==> src/rtl/pipe_ctrl_pkg.sv <==
// Shared types and constants for the pipeline stall/flush sequencer.
package pipe_ctrl_pkg;

  localparam int CNT_W           = 6;
  localparam int MUL_LATENCY_DEF = 3;
  localparam int DIV_LATENCY_DEF = 33;

  typedef enum logic [1:0] {
    ST_RUN           = 2'd0,
    ST_MULDIV        = 2'd1,
    ST_REDIRECT_WAIT = 2'd2
  } state_e;

  typedef struct packed {
    logic pc_write;
    logic pc_redirect;
    logic ifid_hold;
    logic idex_hold;
    logic exmem_hold;
    logic memwb_hold;
    logic ifid_flush;
    logic idex_flush;
    logic exmem_flush;
    logic muldiv_busy;
  } ctrl_t;

  // All-zero control word: nothing loads, nothing holds, nothing flushes.
  localparam ctrl_t CTRL_BUBBLE = '0;

  // Countdown preload for an EX occupancy of lat cycles; 0 means no stall.
  function automatic logic [CNT_W-1:0] latency_load(input int lat);
    return (lat > 1) ? CNT_W'(lat - 1) : '0;
  endfunction

endpackage

==> src/rtl/pipeline_hazard_ctrl_if.sv <==
// Hazard-source and pipeline-control bundle between the datapath (master)
// and the stall/flush sequencer (slave).
interface pipeline_hazard_ctrl_if #(
  parameter int XLEN = 32
);
  logic            IMEM_BUSYWAIT;
  logic            DMEM_BUSYWAIT;
  logic [4:0]      ID_RS1;
  logic [4:0]      ID_RS2;
  logic            ID_USES_RS1;
  logic            ID_USES_RS2;
  logic            EX_MEM_READ;
  logic [4:0]      EX_RD;
  logic            EX_MULDIV;
  logic            EX_IS_DIV;
  logic            EX_BRANCH_TAKEN;
  logic [XLEN-1:0] EX_TARGET;

  logic            PC_WRITE;
  logic            PC_REDIRECT;
  logic [XLEN-1:0] PC_TARGET;
  logic            IFID_HOLD;
  logic            IDEX_HOLD;
  logic            EXMEM_HOLD;
  logic            MEMWB_HOLD;
  logic            IFID_FLUSH;
  logic            IDEX_FLUSH;
  logic            EXMEM_FLUSH;
  logic            MULDIV_BUSY;
  logic [31:0]     STALL_CNT;
  logic [31:0]     FLUSH_CNT;

  modport master (
    output IMEM_BUSYWAIT, DMEM_BUSYWAIT, ID_RS1, ID_RS2, ID_USES_RS1, ID_USES_RS2,
           EX_MEM_READ, EX_RD, EX_MULDIV, EX_IS_DIV, EX_BRANCH_TAKEN, EX_TARGET,
    input  PC_WRITE, PC_REDIRECT, PC_TARGET, IFID_HOLD, IDEX_HOLD, EXMEM_HOLD,
           MEMWB_HOLD, IFID_FLUSH, IDEX_FLUSH, EXMEM_FLUSH, MULDIV_BUSY,
           STALL_CNT, FLUSH_CNT
  );

  modport slave (
    input  IMEM_BUSYWAIT, DMEM_BUSYWAIT, ID_RS1, ID_RS2, ID_USES_RS1, ID_USES_RS2,
           EX_MEM_READ, EX_RD, EX_MULDIV, EX_IS_DIV, EX_BRANCH_TAKEN, EX_TARGET,
    output PC_WRITE, PC_REDIRECT, PC_TARGET, IFID_HOLD, IDEX_HOLD, EXMEM_HOLD,
           MEMWB_HOLD, IFID_FLUSH, IDEX_FLUSH, EXMEM_FLUSH, MULDIV_BUSY,
           STALL_CNT, FLUSH_CNT
  );
endinterface

==> src/rtl/pipe_cycle_counter.sv <==
// Loadable saturating down-counter; last_o flags a count of 0 or 1.
module pipe_cycle_counter
  import pipe_ctrl_pkg::*;
#(
  parameter int W = CNT_W
) (
  input  logic         clk,
  input  logic         srst,
  input  logic         load_i,
  input  logic [W-1:0] load_val_i,
  input  logic         freeze_i,
  output logic         last_o
);

  logic [W-1:0] count_q;

  always_ff @(posedge clk) begin
    if (srst) begin
      count_q <= '0;
    end else if (load_i) begin
      count_q <= load_val_i;
    end else if (!freeze_i && (count_q != '0)) begin
      count_q <= count_q - 1'b1;
    end
  end

  assign last_o = (count_q <= W'(1));

endmodule

==> src/rtl/pipeline_hazard_ctrl.sv <==
// Stall/flush sequencer for the five-stage pipeline.
// Optional performance counters are built when PIPE_PERF_CNT_EN is defined.
module pipeline_hazard_ctrl
  import pipe_ctrl_pkg::*;
#(
  parameter int XLEN        = 32,
  parameter int MUL_LATENCY = MUL_LATENCY_DEF,
  parameter int DIV_LATENCY = DIV_LATENCY_DEF
) (
  input logic                  CLK,
  input logic                  RESET,
  pipeline_hazard_ctrl_if.slave hz
);

  localparam logic [CNT_W-1:0] MUL_LOAD   = latency_load(MUL_LATENCY);
  localparam logic [CNT_W-1:0] DIV_LOAD   = latency_load(DIV_LATENCY);
  localparam bit               MUL_STALLS = (MUL_LATENCY > 1);
  localparam bit               DIV_STALLS = (DIV_LATENCY > 1);

  state_e          state_q;
  logic [XLEN-1:0] target_q;
  ctrl_t           ctrl;
  logic [XLEN-1:0] pc_target;
  logic            load_use;
  logic            muldiv_start;
  logic            cnt_load;
  logic            cnt_last;

  assign load_use = hz.EX_MEM_READ && (hz.EX_RD != 5'd0) &&
                    ((hz.ID_USES_RS1 && (hz.ID_RS1 == hz.EX_RD)) ||
                     (hz.ID_USES_RS2 && (hz.ID_RS2 == hz.EX_RD)));

  assign muldiv_start = hz.EX_MULDIV && (hz.EX_IS_DIV ? DIV_STALLS : MUL_STALLS);

  // A taken branch squashes the mul/div in EX, so it never starts the countdown.
  assign cnt_load = !RESET && !hz.DMEM_BUSYWAIT && (state_q == ST_RUN) &&
                    !hz.EX_BRANCH_TAKEN && muldiv_start;

  pipe_cycle_counter #(.W(CNT_W)) u_cnt (
    .clk        (CLK),
    .srst       (RESET),
    .load_i     (cnt_load),
    .load_val_i (hz.EX_IS_DIV ? DIV_LOAD : MUL_LOAD),
    .freeze_i   (state_q != ST_MULDIV),
    .last_o     (cnt_last)
  );

  always_ff @(posedge CLK) begin
    if (RESET) begin
      state_q  <= ST_RUN;
      target_q <= '0;
    end else if (!hz.DMEM_BUSYWAIT) begin
      case (state_q)
        ST_RUN: begin
          if (hz.EX_BRANCH_TAKEN) begin
            if (hz.IMEM_BUSYWAIT) begin
              state_q  <= ST_REDIRECT_WAIT;
              target_q <= hz.EX_TARGET;
            end
          end else if (muldiv_start) begin
            state_q <= ST_MULDIV;
          end
        end
        ST_MULDIV: begin
          if (cnt_last) state_q <= ST_RUN;
        end
        ST_REDIRECT_WAIT: begin
          if (!hz.IMEM_BUSYWAIT) state_q <= ST_RUN;
        end
        default: state_q <= ST_RUN;
      endcase
    end
  end

  always_comb begin
    ctrl      = CTRL_BUBBLE;
    pc_target = '0;
    if (RESET) begin
      ctrl.ifid_flush  = 1'b1;
      ctrl.idex_flush  = 1'b1;
      ctrl.exmem_flush = 1'b1;
    end else if (hz.DMEM_BUSYWAIT) begin
      ctrl.ifid_hold   = 1'b1;
      ctrl.idex_hold   = 1'b1;
      ctrl.exmem_hold  = 1'b1;
      ctrl.memwb_hold  = 1'b1;
      ctrl.muldiv_busy = (state_q == ST_MULDIV);
    end else begin
      case (state_q)
        ST_MULDIV: begin
          ctrl.ifid_hold   = 1'b1;
          ctrl.idex_hold   = 1'b1;
          ctrl.exmem_flush = 1'b1;
          ctrl.muldiv_busy = 1'b1;
        end
        ST_REDIRECT_WAIT: begin
          ctrl.ifid_flush = 1'b1;
          ctrl.idex_flush = 1'b1;
          if (!hz.IMEM_BUSYWAIT) begin
            ctrl.pc_write    = 1'b1;
            ctrl.pc_redirect = 1'b1;
            pc_target        = target_q;
          end
        end
        default: begin
          if (hz.EX_BRANCH_TAKEN) begin
            ctrl.ifid_flush = 1'b1;
            ctrl.idex_flush = 1'b1;
            if (!hz.IMEM_BUSYWAIT) begin
              ctrl.pc_write    = 1'b1;
              ctrl.pc_redirect = 1'b1;
              pc_target        = hz.EX_TARGET;
            end
          end else if (muldiv_start) begin
            ctrl.ifid_hold   = 1'b1;
            ctrl.idex_hold   = 1'b1;
            ctrl.exmem_flush = 1'b1;
            ctrl.muldiv_busy = 1'b1;
          end else if (load_use) begin
            ctrl.ifid_hold  = 1'b1;
            ctrl.idex_flush = 1'b1;
          end else if (hz.IMEM_BUSYWAIT) begin
            ctrl.ifid_flush = 1'b1;
          end else begin
            ctrl.pc_write = 1'b1;
          end
        end
      endcase
    end
  end

  assign hz.PC_WRITE    = ctrl.pc_write;
  assign hz.PC_REDIRECT = ctrl.pc_redirect;
  assign hz.PC_TARGET   = pc_target;
  assign hz.IFID_HOLD   = ctrl.ifid_hold;
  assign hz.IDEX_HOLD   = ctrl.idex_hold;
  assign hz.EXMEM_HOLD  = ctrl.exmem_hold;
  assign hz.MEMWB_HOLD  = ctrl.memwb_hold;
  assign hz.IFID_FLUSH  = ctrl.ifid_flush;
  assign hz.IDEX_FLUSH  = ctrl.idex_flush;
  assign hz.EXMEM_FLUSH = ctrl.exmem_flush;
  assign hz.MULDIV_BUSY = ctrl.muldiv_busy;

`ifdef PIPE_PERF_CNT_EN
  logic [31:0] stall_cnt_q;
  logic [31:0] flush_cnt_q;

  always_ff @(posedge CLK) begin
    if (RESET) begin
      stall_cnt_q <= '0;
      flush_cnt_q <= '0;
    end else begin
      if (!ctrl.pc_write) stall_cnt_q <= stall_cnt_q + 32'd1;
      if (ctrl.ifid_flush || ctrl.idex_flush) flush_cnt_q <= flush_cnt_q + 32'd1;
    end
  end

  assign hz.STALL_CNT = stall_cnt_q;
  assign hz.FLUSH_CNT = flush_cnt_q;
`else
  assign hz.STALL_CNT = '0;
  assign hz.FLUSH_CNT = '0;
`endif

endmodule

==> src/flat_wrapper.sv <==
// flat-port wrapper written by rule: the top's interface ports become plain ports
module pipeline_hazard_ctrl_flat import pipe_ctrl_pkg::*;
#(
  parameter int XLEN        = 32,
  parameter int MUL_LATENCY = MUL_LATENCY_DEF,
  parameter int DIV_LATENCY = DIV_LATENCY_DEF
)
  (CLK, RESET, hz_IMEM_BUSYWAIT, hz_DMEM_BUSYWAIT, hz_ID_RS1, hz_ID_RS2, hz_ID_USES_RS1, hz_ID_USES_RS2, hz_EX_MEM_READ, hz_EX_RD, hz_EX_MULDIV, hz_EX_IS_DIV, hz_EX_BRANCH_TAKEN, hz_EX_TARGET, hz_PC_WRITE, hz_PC_REDIRECT, hz_PC_TARGET, hz_IFID_HOLD, hz_IDEX_HOLD, hz_EXMEM_HOLD, hz_MEMWB_HOLD, hz_IFID_FLUSH, hz_IDEX_FLUSH, hz_EXMEM_FLUSH, hz_MULDIV_BUSY, hz_STALL_CNT, hz_FLUSH_CNT);
  pipeline_hazard_ctrl_if #(.XLEN(XLEN)) hz_i ();
  input logic CLK;
  input logic RESET;
  input wire logic [$bits(hz_i.IMEM_BUSYWAIT)-1:0] hz_IMEM_BUSYWAIT;
  input wire logic [$bits(hz_i.DMEM_BUSYWAIT)-1:0] hz_DMEM_BUSYWAIT;
  input wire logic [$bits(hz_i.ID_RS1)-1:0] hz_ID_RS1;
  input wire logic [$bits(hz_i.ID_RS2)-1:0] hz_ID_RS2;
  input wire logic [$bits(hz_i.ID_USES_RS1)-1:0] hz_ID_USES_RS1;
  input wire logic [$bits(hz_i.ID_USES_RS2)-1:0] hz_ID_USES_RS2;
  input wire logic [$bits(hz_i.EX_MEM_READ)-1:0] hz_EX_MEM_READ;
  input wire logic [$bits(hz_i.EX_RD)-1:0] hz_EX_RD;
  input wire logic [$bits(hz_i.EX_MULDIV)-1:0] hz_EX_MULDIV;
  input wire logic [$bits(hz_i.EX_IS_DIV)-1:0] hz_EX_IS_DIV;
  input wire logic [$bits(hz_i.EX_BRANCH_TAKEN)-1:0] hz_EX_BRANCH_TAKEN;
  input wire logic [$bits(hz_i.EX_TARGET)-1:0] hz_EX_TARGET;
  output wire logic [$bits(hz_i.PC_WRITE)-1:0] hz_PC_WRITE;
  output wire logic [$bits(hz_i.PC_REDIRECT)-1:0] hz_PC_REDIRECT;
  output wire logic [$bits(hz_i.PC_TARGET)-1:0] hz_PC_TARGET;
  output wire logic [$bits(hz_i.IFID_HOLD)-1:0] hz_IFID_HOLD;
  output wire logic [$bits(hz_i.IDEX_HOLD)-1:0] hz_IDEX_HOLD;
  output wire logic [$bits(hz_i.EXMEM_HOLD)-1:0] hz_EXMEM_HOLD;
  output wire logic [$bits(hz_i.MEMWB_HOLD)-1:0] hz_MEMWB_HOLD;
  output wire logic [$bits(hz_i.IFID_FLUSH)-1:0] hz_IFID_FLUSH;
  output wire logic [$bits(hz_i.IDEX_FLUSH)-1:0] hz_IDEX_FLUSH;
  output wire logic [$bits(hz_i.EXMEM_FLUSH)-1:0] hz_EXMEM_FLUSH;
  output wire logic [$bits(hz_i.MULDIV_BUSY)-1:0] hz_MULDIV_BUSY;
  output wire logic [$bits(hz_i.STALL_CNT)-1:0] hz_STALL_CNT;
  output wire logic [$bits(hz_i.FLUSH_CNT)-1:0] hz_FLUSH_CNT;
  assign hz_i.IMEM_BUSYWAIT = hz_IMEM_BUSYWAIT;
  assign hz_i.DMEM_BUSYWAIT = hz_DMEM_BUSYWAIT;
  assign hz_i.ID_RS1 = hz_ID_RS1;
  assign hz_i.ID_RS2 = hz_ID_RS2;
  assign hz_i.ID_USES_RS1 = hz_ID_USES_RS1;
  assign hz_i.ID_USES_RS2 = hz_ID_USES_RS2;
  assign hz_i.EX_MEM_READ = hz_EX_MEM_READ;
  assign hz_i.EX_RD = hz_EX_RD;
  assign hz_i.EX_MULDIV = hz_EX_MULDIV;
  assign hz_i.EX_IS_DIV = hz_EX_IS_DIV;
  assign hz_i.EX_BRANCH_TAKEN = hz_EX_BRANCH_TAKEN;
  assign hz_i.EX_TARGET = hz_EX_TARGET;
  assign hz_PC_WRITE = hz_i.PC_WRITE;
  assign hz_PC_REDIRECT = hz_i.PC_REDIRECT;
  assign hz_PC_TARGET = hz_i.PC_TARGET;
  assign hz_IFID_HOLD = hz_i.IFID_HOLD;
  assign hz_IDEX_HOLD = hz_i.IDEX_HOLD;
  assign hz_EXMEM_HOLD = hz_i.EXMEM_HOLD;
  assign hz_MEMWB_HOLD = hz_i.MEMWB_HOLD;
  assign hz_IFID_FLUSH = hz_i.IFID_FLUSH;
  assign hz_IDEX_FLUSH = hz_i.IDEX_FLUSH;
  assign hz_EXMEM_FLUSH = hz_i.EXMEM_FLUSH;
  assign hz_MULDIV_BUSY = hz_i.MULDIV_BUSY;
  assign hz_STALL_CNT = hz_i.STALL_CNT;
  assign hz_FLUSH_CNT = hz_i.FLUSH_CNT;
  pipeline_hazard_ctrl #(.XLEN(XLEN), .MUL_LATENCY(MUL_LATENCY), .DIV_LATENCY(DIV_LATENCY)) u_core (.CLK(CLK), .RESET(RESET), .hz(hz_i));
endmodule
==> config.mk <==
export PLATFORM = sky130hd
export DESIGN_NAME = pipeline_hazard_ctrl_flat
export DESIGN_NICKNAME = d
export VERILOG_FILES = /design/src/rtl/pipe_ctrl_pkg.sv /design/src/rtl/pipeline_hazard_ctrl_if.sv /design/src/rtl/pipe_cycle_counter.sv /design/src/rtl/pipeline_hazard_ctrl.sv /design/src/flat_wrapper.sv
export SDC_FILE = /design/constraint.sdc
export NUM_CORES = 1
export LEC_CHECK = 0
export CAP_MARGIN = 30
export CORE_MARGIN = 3
export CORE_UTILIZATION = 40
export DETAILED_ROUTE_END_ITERATION = 8
export GPL_TIMING_DRIVEN = 0
export HOLD_SLACK_MARGIN = 0.02
export PLACE_DENSITY = 0.83
export SETUP_SLACK_MARGIN = 0.15
export SKIP_CTS_REPAIR_TIMING = 1
export SLEW_MARGIN = 20
export SYNTH_ARGS = -nofsm -noshare
export SYNTH_HDL_FRONTEND = slang
export SYNTH_SLANG_ARGS = --single-unit
==> constraint.sdc <==
create_clock -name CLK -period 4.84 [get_ports CLK]
set_input_delay 0.968 -clock CLK [delete_from_list [all_inputs] [get_ports CLK]]
set_output_delay 0.968 -clock CLK [all_outputs]
set_load 0.05 [all_outputs]
==> results of run 1 <==
worst paths after layout:
path,startpoint,end,slack (ns)
worst max-delay path,hz_EX_BRANCH_TAKEN,hz_PC_TARGET[12],0.43
worst min-delay path,u_core.target_q[15]$_SDFFE_PP0P_,u_core.target_q[15]$_SDFFE_PP0P_,0.46
worst min register to register,u_core.target_q[15]$_SDFFE_PP0P_,u_core.target_q[15]$_SDFFE_PP0P_,0.46
worst max register to register,u_core.state_q[0]$_SDFFE_PP0P_,u_core.target_q[26]$_SDFFE_PP0P_,2.97
per-layer routing:
| layer | GRT usage (%) | wire, µm | up-vias |
|---|---|---|---|
| li1 | - | - | 1476 |
| met5 | 0 | 0 | - |
| met4 | 5.90 | 97 | 0 |
| met1 | 19.2 | 2950 | 1297 |
| met2 | 35.0 | 4000 | 127 |
| met3 | 5.25 | 727 | 7 |
worst register-to-register path: stages (launching register included):
cell and delay [ns]:
dfxtp_1 0.32, inv_1 0.10, ha_1 0.22, nor2b_1 0.24, and3_1 0.18, clkbuf_1 0.21
buf_2 0.28, nand2_1 0.10, a21oi_1 0.14
layout make-up:
cell class	instances	area, µm²
Buffer	85	578
Inverter	10	37.5
Multi-Input combinational cell	315	1700
Clock inverter	2	35.0
Clock buffer	6	72.6
Sequential cell	40	801
Fill cell	634	2540
Timing Repair Buffer	98	981
Tap cell	96	120
cell families (layout without fill, tap and decap cells):
group	count (synthesis)	after routing
compound gates	61	61
xor+xnor	14	14
fa+ha+maj	6	6
buf+inv	95	201
flops	40	40
mux	34	34
other cells	1	64
simple gates	136	136
cell usage after synthesis, types with 2 or more instances:
| master | number | area share, % |
|---|---|---|
| buf_2 | 8 | 1.4 |
| clkbuf_1 | 10 | 1.3 |
| o21ai_0 | 2 | 0.35 |
| a21oi_1 | 37 | 6.4 |
| o211ai_1 | 3 | 0.78 |
| a211o_1 | 2 | 0.61 |
| dfxtp_1 | 40 | 28 |
| xnor2_1 | 12 | 3.6 |
| nor2_1 | 45 | 5.9 |
| nand2b_1 | 3 | 0.65 |
| buf_4 | 66 | 17 |
| nand3_1 | 2 | 0.35 |
| ha_1 | 6 | 2.6 |
| nand2_1 | 71 | 9.3 |
| xor2_1 | 2 | 0.61 |
| nor3_1 | 3 | 0.52 |
| inv_1 | 10 | 1.3 |
| nand4_1 | 3 | 0.65 |
| a21o_1 | 2 | 0.52 |
| a211oi_1 | 3 | 0.78 |
| o21ai_1 | 4 | 0.70 |
| mux2i_1 | 34 | 12 |
flip-flops by register name, summed over array words and instances (netlist names):
name / flops
u_core.target_q: 32
u_core.u_cnt.count_q: 6
u_core.state_q: 2
through the flow:
step	setup slack, ns	power [mW]	instance area (µm²)	cells
finish	0.426	1.04	4330	652
detailed placement	0.458	0.772	4220	644
floorplan	1.21	0.667	3120	450
global route	0.323	1.09	4330	652
CTS	0.443	1.04	4330	652
global placement	0.516	0.764	4220	644
power groups by stage:
stage | Combinational [mW] | Clock (mW) | Sequential (mW)
after floorplan | 0.313 | 0 | 0.354
after global placement | 0.409 | 0 | 0.355
after detailed placement | 0.416 | 0 | 0.356
after CTS | 0.417 | 0.280 | 0.348
after global routing | 0.445 | 0.293 | 0.350
final | 0.418 | 0.272 | 0.348
==> impl_results.md, run 1 <==
* Slew Viols, Final at 0
* Starting Density at 41.9%
* Core Box Area at 6870 µm²
* CTS tree: yes
* Post-Route WL at 7770 µm
* Netlist cell types at 41
* Minimum clock period at 4.41 ns
* Type of origin of the critical path: input pin
* Largest net degree at the start of global routing at 13
* Post-DP HPWL at 6210 µm
* CTS buffer count at 5
* Wire per inst at 11.9 µm
* Share of cells above drive strength 1 at 15.6%
* CP max FO at 10
* Final setup violating endpoints at 0
* Final Util at 63.0%
* Mux cell area share after synthesis at 11.8%
* Crit path max-delay family: buffers and inverters
* Die height at 90.9 µm
* Drc violations at 0
* Number of core rows at 30
* CTS Root Buffer Type: clkbuf_8
* Clock network fraction of total power at 26.2%
* Worst Path Buf+Inv at 3
* Worst EP required at 3.87 ns
* CP Data Arrival Time at 3.45 ns
* Routed via count at 2907
* DR vias/cell at 4.46
* DRT Pass-1 Iters at 4
* Final nets at 618
* Unrepaired setup endpoints after global routing: false
* Clock sink count at 40
* All-Layer GR Usage at 18.3%
* Slowest cell on the critical path: clkdlybuf4s50_1
* Synth-to-Final Area Change at 50.2%
* Antenna cells at 0
* Adder-Cell Fraction of Synth Area at 2.61%
* DIE AREA at 8250 µm²
* Syn_area_per_cell at 7.44 µm²
* Syn Std Cell Area at 2880 µm²
* Final Hold Fails at 0
* Hold slack at 0.456 ns
* Internal power at 651 µW
* Worst hold path depth at 2
* Worst Reg-to-Reg Cells at 8
* Final Cycle Share at 91.2%
* IO Count at 163
* Simple-Gate Fraction of Synth Area at 19.5%
* Commonest non-fill, non-tap cell in the layout: clkdlybuf4s50_1
* Antenna violations before repair at 0
* Slew margin rel. at 48.9%
* # H-tree levels at 2
* Power share of the sequential group at 33.5%
* F_max at 227 MHz
* DR iter-0 viols at 98
* Leak at 1.83 nW
* Final Skew at 0.00388 ns
* Vias in the first global route at 2786
* Main combinational cell family by area after synthesis: buffers and inverters
* Placer Congestion at 0.887
* Outcome: finished clean
* Post-synthesis compound-gate area fraction at 12.5%
* P per Cell Area at 240 nW/µm²
* Ys flop type: dfxtp_1
* Die W at 90.9 µm
* Flops & latches, synth at 40
* Overflow after GRT at 0
* Clk pin slew, worst setup/hold paths at 0.08 ns
* Post-Synthesis Cells at 387
* Combinational power share at 40.3%
* Critical path type: input pin to output port
* Switch share at 37.3%
* Port Buffers at 98
* Max incr delay on CP at 0.82 ns
* Levels on crit path at 7
* Xor/xnor cell area share of the yosys netlist at 4.26%
* Min-delay worst type: flip-flop to flip-flop
* Actual slew at the worst max-slew pin at 0.766 ns
* Setup TNS Final at 0 ns
* Global-route wire length before repair at 12500 µm
* CTS Buffer Depth at 2
* Endpoint class of the critical path: output port
* Clock Latency Late Sink at 0.29 ns
* ANT nets after route at 0
* Ys async rst share at 0%
* Leading cell types in the layout, fill and taps excluded: clkdlybuf4s50_1 (98), nand2_1 (71), buf_4 (66)
* NetSw at 387 µW
* Max-cap violations at 0
* YS warnings at 0
* Crit path cell chain: clkdlybuf4s50_1 -> mux2i_1 -> nor2_1 -> nand2_2 -> buf_2 -> nor2_1 -> clkdlybuf4s50_1
* Peak VDD IR at 0.147 mV
* Register area share after synthesis at 27.8%
* Number of flops mapped to enable cells by yosys at 0
Note: power is estimated with default switching activity, not from simulation.
==> run 2: changes to the inputs <==
CORE_ASPECT_RATIO = 0.75   (was unset)
GPL_TIMING_DRIVEN = unset   (was 0)
==> run 2 against run 1 <==
Effect of this change: clock skew grew 0.0016 ns; combinational power fell by 11%; first-iteration DRC count decreased by 5.1%; critical path type unchanged; largest power group unchanged; highest routed layer unchanged.
==> impl_results.md, run 2 (same netlist as run 1, synthesis figures left out) <==
* CP Data Arrival Time at 3.43 ns (was 3.45 ns)
* Min-delay worst type: flip-flop to flip-flop (unchanged)
* Worst hold path depth at 2 (unchanged)
* Wire per inst at 12.2 µm (was 11.9 µm)
* Leading cell types in the layout, fill and taps excluded: clkdlybuf4s50_1 (97), nand2_1 (71), conb_1 (64) (was clkdlybuf4s50_1 (98), nand2_1 (71), buf_4 (66))
* Largest net degree at the start of global routing at 46 (was 13)
* Port Buffers at 98 (unchanged)
* Max-cap violations at 0 (unchanged)
* Setup TNS Final at 0 ns (unchanged)
* Vias in the first global route at 2348 (was 2786)
* Dpl ws at 0.255 ns (was 0.458 ns)
* ANT nets after route at 0 (unchanged)
* Core Box Area at 6900 µm² (was 6870 µm²)
* Type of origin of the critical path: input pin (unchanged)
* Post-DP HPWL at 5220 µm (was 6210 µm)
* Placed instance area at 3670 µm² (was 4220 µm²)
* HP Start: u_core.target_q[2]$_SDFFE_PP0P_ (was u_core.target_q[15]$_SDFFE_PP0P_)
* IO Count at 163 (unchanged)
* Placer Congestion at 0.804 (was 0.887)
* RR Startpoint: u_core.state_q[0]$_SDFFE_PP0P_ (unchanged)
* Final Cycle Share at 91.0% (was 91.2%)
* Clock sink count at 40 (unchanged)
* Outcome: finished clean (unchanged)
* Reg-to-Reg End: u_core.target_q[1]$_SDFFE_PP0P_ (was u_core.target_q[26]$_SDFFE_PP0P_)
* Actual slew at the worst max-slew pin at 0.678 ns (was 0.766 ns)
* Minimum clock period at 4.40 ns (was 4.41 ns)
* All-Layer GR Usage at 15.7% (was 18.3%)
* Filler cells at 681 (was 634)
* Antenna violations before repair at 0 (unchanged)
* Biggest regs: u_core.target_q (32), u_core.u_cnt.count_q (6), u_core.state_q (2) (unchanged)
* Final Hold Fails at 0 (unchanged)
* Hold slack at 0.457 ns (was 0.456 ns)
* Antenna cells at 0 (unchanged)
* Slew margin rel. at 54.8% (was 48.9%)
* Slew Viols, Final at 0 (unchanged)
* Flip-flop and latch area at 801 µm² (unchanged)
* Final setup violating endpoints at 0 (unchanged)
* Final nets at 536 (was 618)
* Unrepaired setup endpoints after global routing: false (unchanged)
* Multi-input logic area at 1720 µm² (was 1700 µm²)
* Overflow after GRT at 0 (unchanged)
* Global-route wire length before repair at 10900 µm (was 12500 µm)
* Commonest non-fill, non-tap cell in the layout: clkdlybuf4s50_1 (unchanged)
* # H-tree levels at 2 (unchanged)
* Final Cell Area at 3770 µm² (was 4330 µm²)
* DR vias/cell at 4.58 (was 4.46)
* CTS Buffer Depth at 2 (unchanged)
* DIE AREA at 8270 µm² (was 8250 µm²)
* Routed via count at 2617 (was 2907)
* Pwr Total at 953 µW (was 1.04 mW)
* P per Cell Area at 253 nW/µm² (was 240 nW/µm²)
* CTS Root Buffer Type: clkbuf_8 (unchanged)
* CTS tree: yes (unchanged)
* Worst setup slack after layout at 0.437 ns (was 0.426 ns)
* Peak VDD IR at 0.123 mV (was 0.147 mV)
* Starting Density at 41.8% (was 41.9%)
* DRT Pass-1 Iters at 5 (was 4)
* Synth-to-Final Area Change at 30.9% (was 50.2%)
* Critical path type: input pin to output port (unchanged)
* CP max FO at 4 (was 10)
* Post-Route WL at 6970 µm (was 7770 µm)
* Clock Latency Late Sink at 0.29 ns (about the same)
* F_max at 227 MHz (about the same)
* Final Skew at 0.00551 ns (was 0.00388 ns)
* Max reg flops at 32 (unchanged)
* Leak at 1.44 nW (was 1.83 nW)
* Share of cells above drive strength 1 at 4.22% (was 15.6%)
* CTS buffer count at 5 (unchanged)
* DR iter-0 viols at 93 (was 98)
* Min-Delay Endpoint: u_core.target_q[2]$_SDFFE_PP0P_ (was u_core.target_q[15]$_SDFFE_PP0P_)
* Largest Register: u_core.target_q (unchanged)
* Worst EP required at 3.87 ns (about the same)
* Die W at 104 µm (was 90.9 µm)
* Clk pin slew, worst setup/hold paths at 0.08 ns (about the same)
* Worst Reg-to-Reg Cells at 6 (was 8)
* Endpoint class of the critical path: output port (unchanged)
* Number of core rows at 26 (was 30)
* Drc violations at 0 (unchanged)
* R2R Setup Slk at 2.90 ns (was 2.97 ns)
* Die height at 79.5 µm (was 90.9 µm)
run 2: how the worst max path moves through the flow:
stage | from | end | slack (ns)
after floorplan | hz_EX_RD[2] | hz_IFID_HOLD | 1.21
after global placement | hz_EX_BRANCH_TAKEN | hz_PC_TARGET[2] | 0.41
after detailed placement | hz_EX_BRANCH_TAKEN | hz_PC_TARGET[27] | 0.26
after CTS | hz_EX_BRANCH_TAKEN | hz_PC_TARGET[27] | 0.23
after global routing | hz_EX_BRANCH_TAKEN | hz_PC_TARGET[27] | 0.30
final | hz_EX_RD[0] | hz_IFID_FLUSH | 0.44
run 2: cell type report:
| type | count | share of cell area [%] |
|---|---|---|
| tap | 98 | 3.25 |
| clock inverter | 1 | 0.199 |
| timing repair buffer | 101 | 26.5 |
| clock buffer | 7 | 2.29 |
| sequential | 40 | 21.2 |
| multi-input combinational | 315 | 45.5 |
| inverter | 10 | 0.996 |
run 2: power by group:
group          internal [mW]  total, mW  switching (mW)  leakage [nW]
Sequential             0.341      0.348         0.00691         0.324
Clock                  0.116      0.234           0.118        0.0445
Combinational          0.118      0.370           0.252          1.07
Total                  0.575      0.953           0.377          1.44
run 2: per-stage QoR:
stage	util (%)	std cells
finish	54.7	572
global route	54.7	572
CTS	54.6	572
detailed placement	53.2	564
global placement	53.1	564
floorplan	-	450
run 2: critical path: stages:
cell	delay, ns
clkdlybuf4s50_1	0.46
or4_1	0.55
o21ai_1	0.28
nor3_1	0.09
a21oi_1	0.24
clkdlybuf4s50_1	0.85
run 2: routing by layer:
metal  up-vias  global-route usage [%]  share of wire (%)
li1       1308                       -                  -
met2       112                    27.1                 47
met5         -                       0                  0
met1      1192                    19.4                 43
met3         5                    5.17                8.9
met4         0                    3.19               0.50
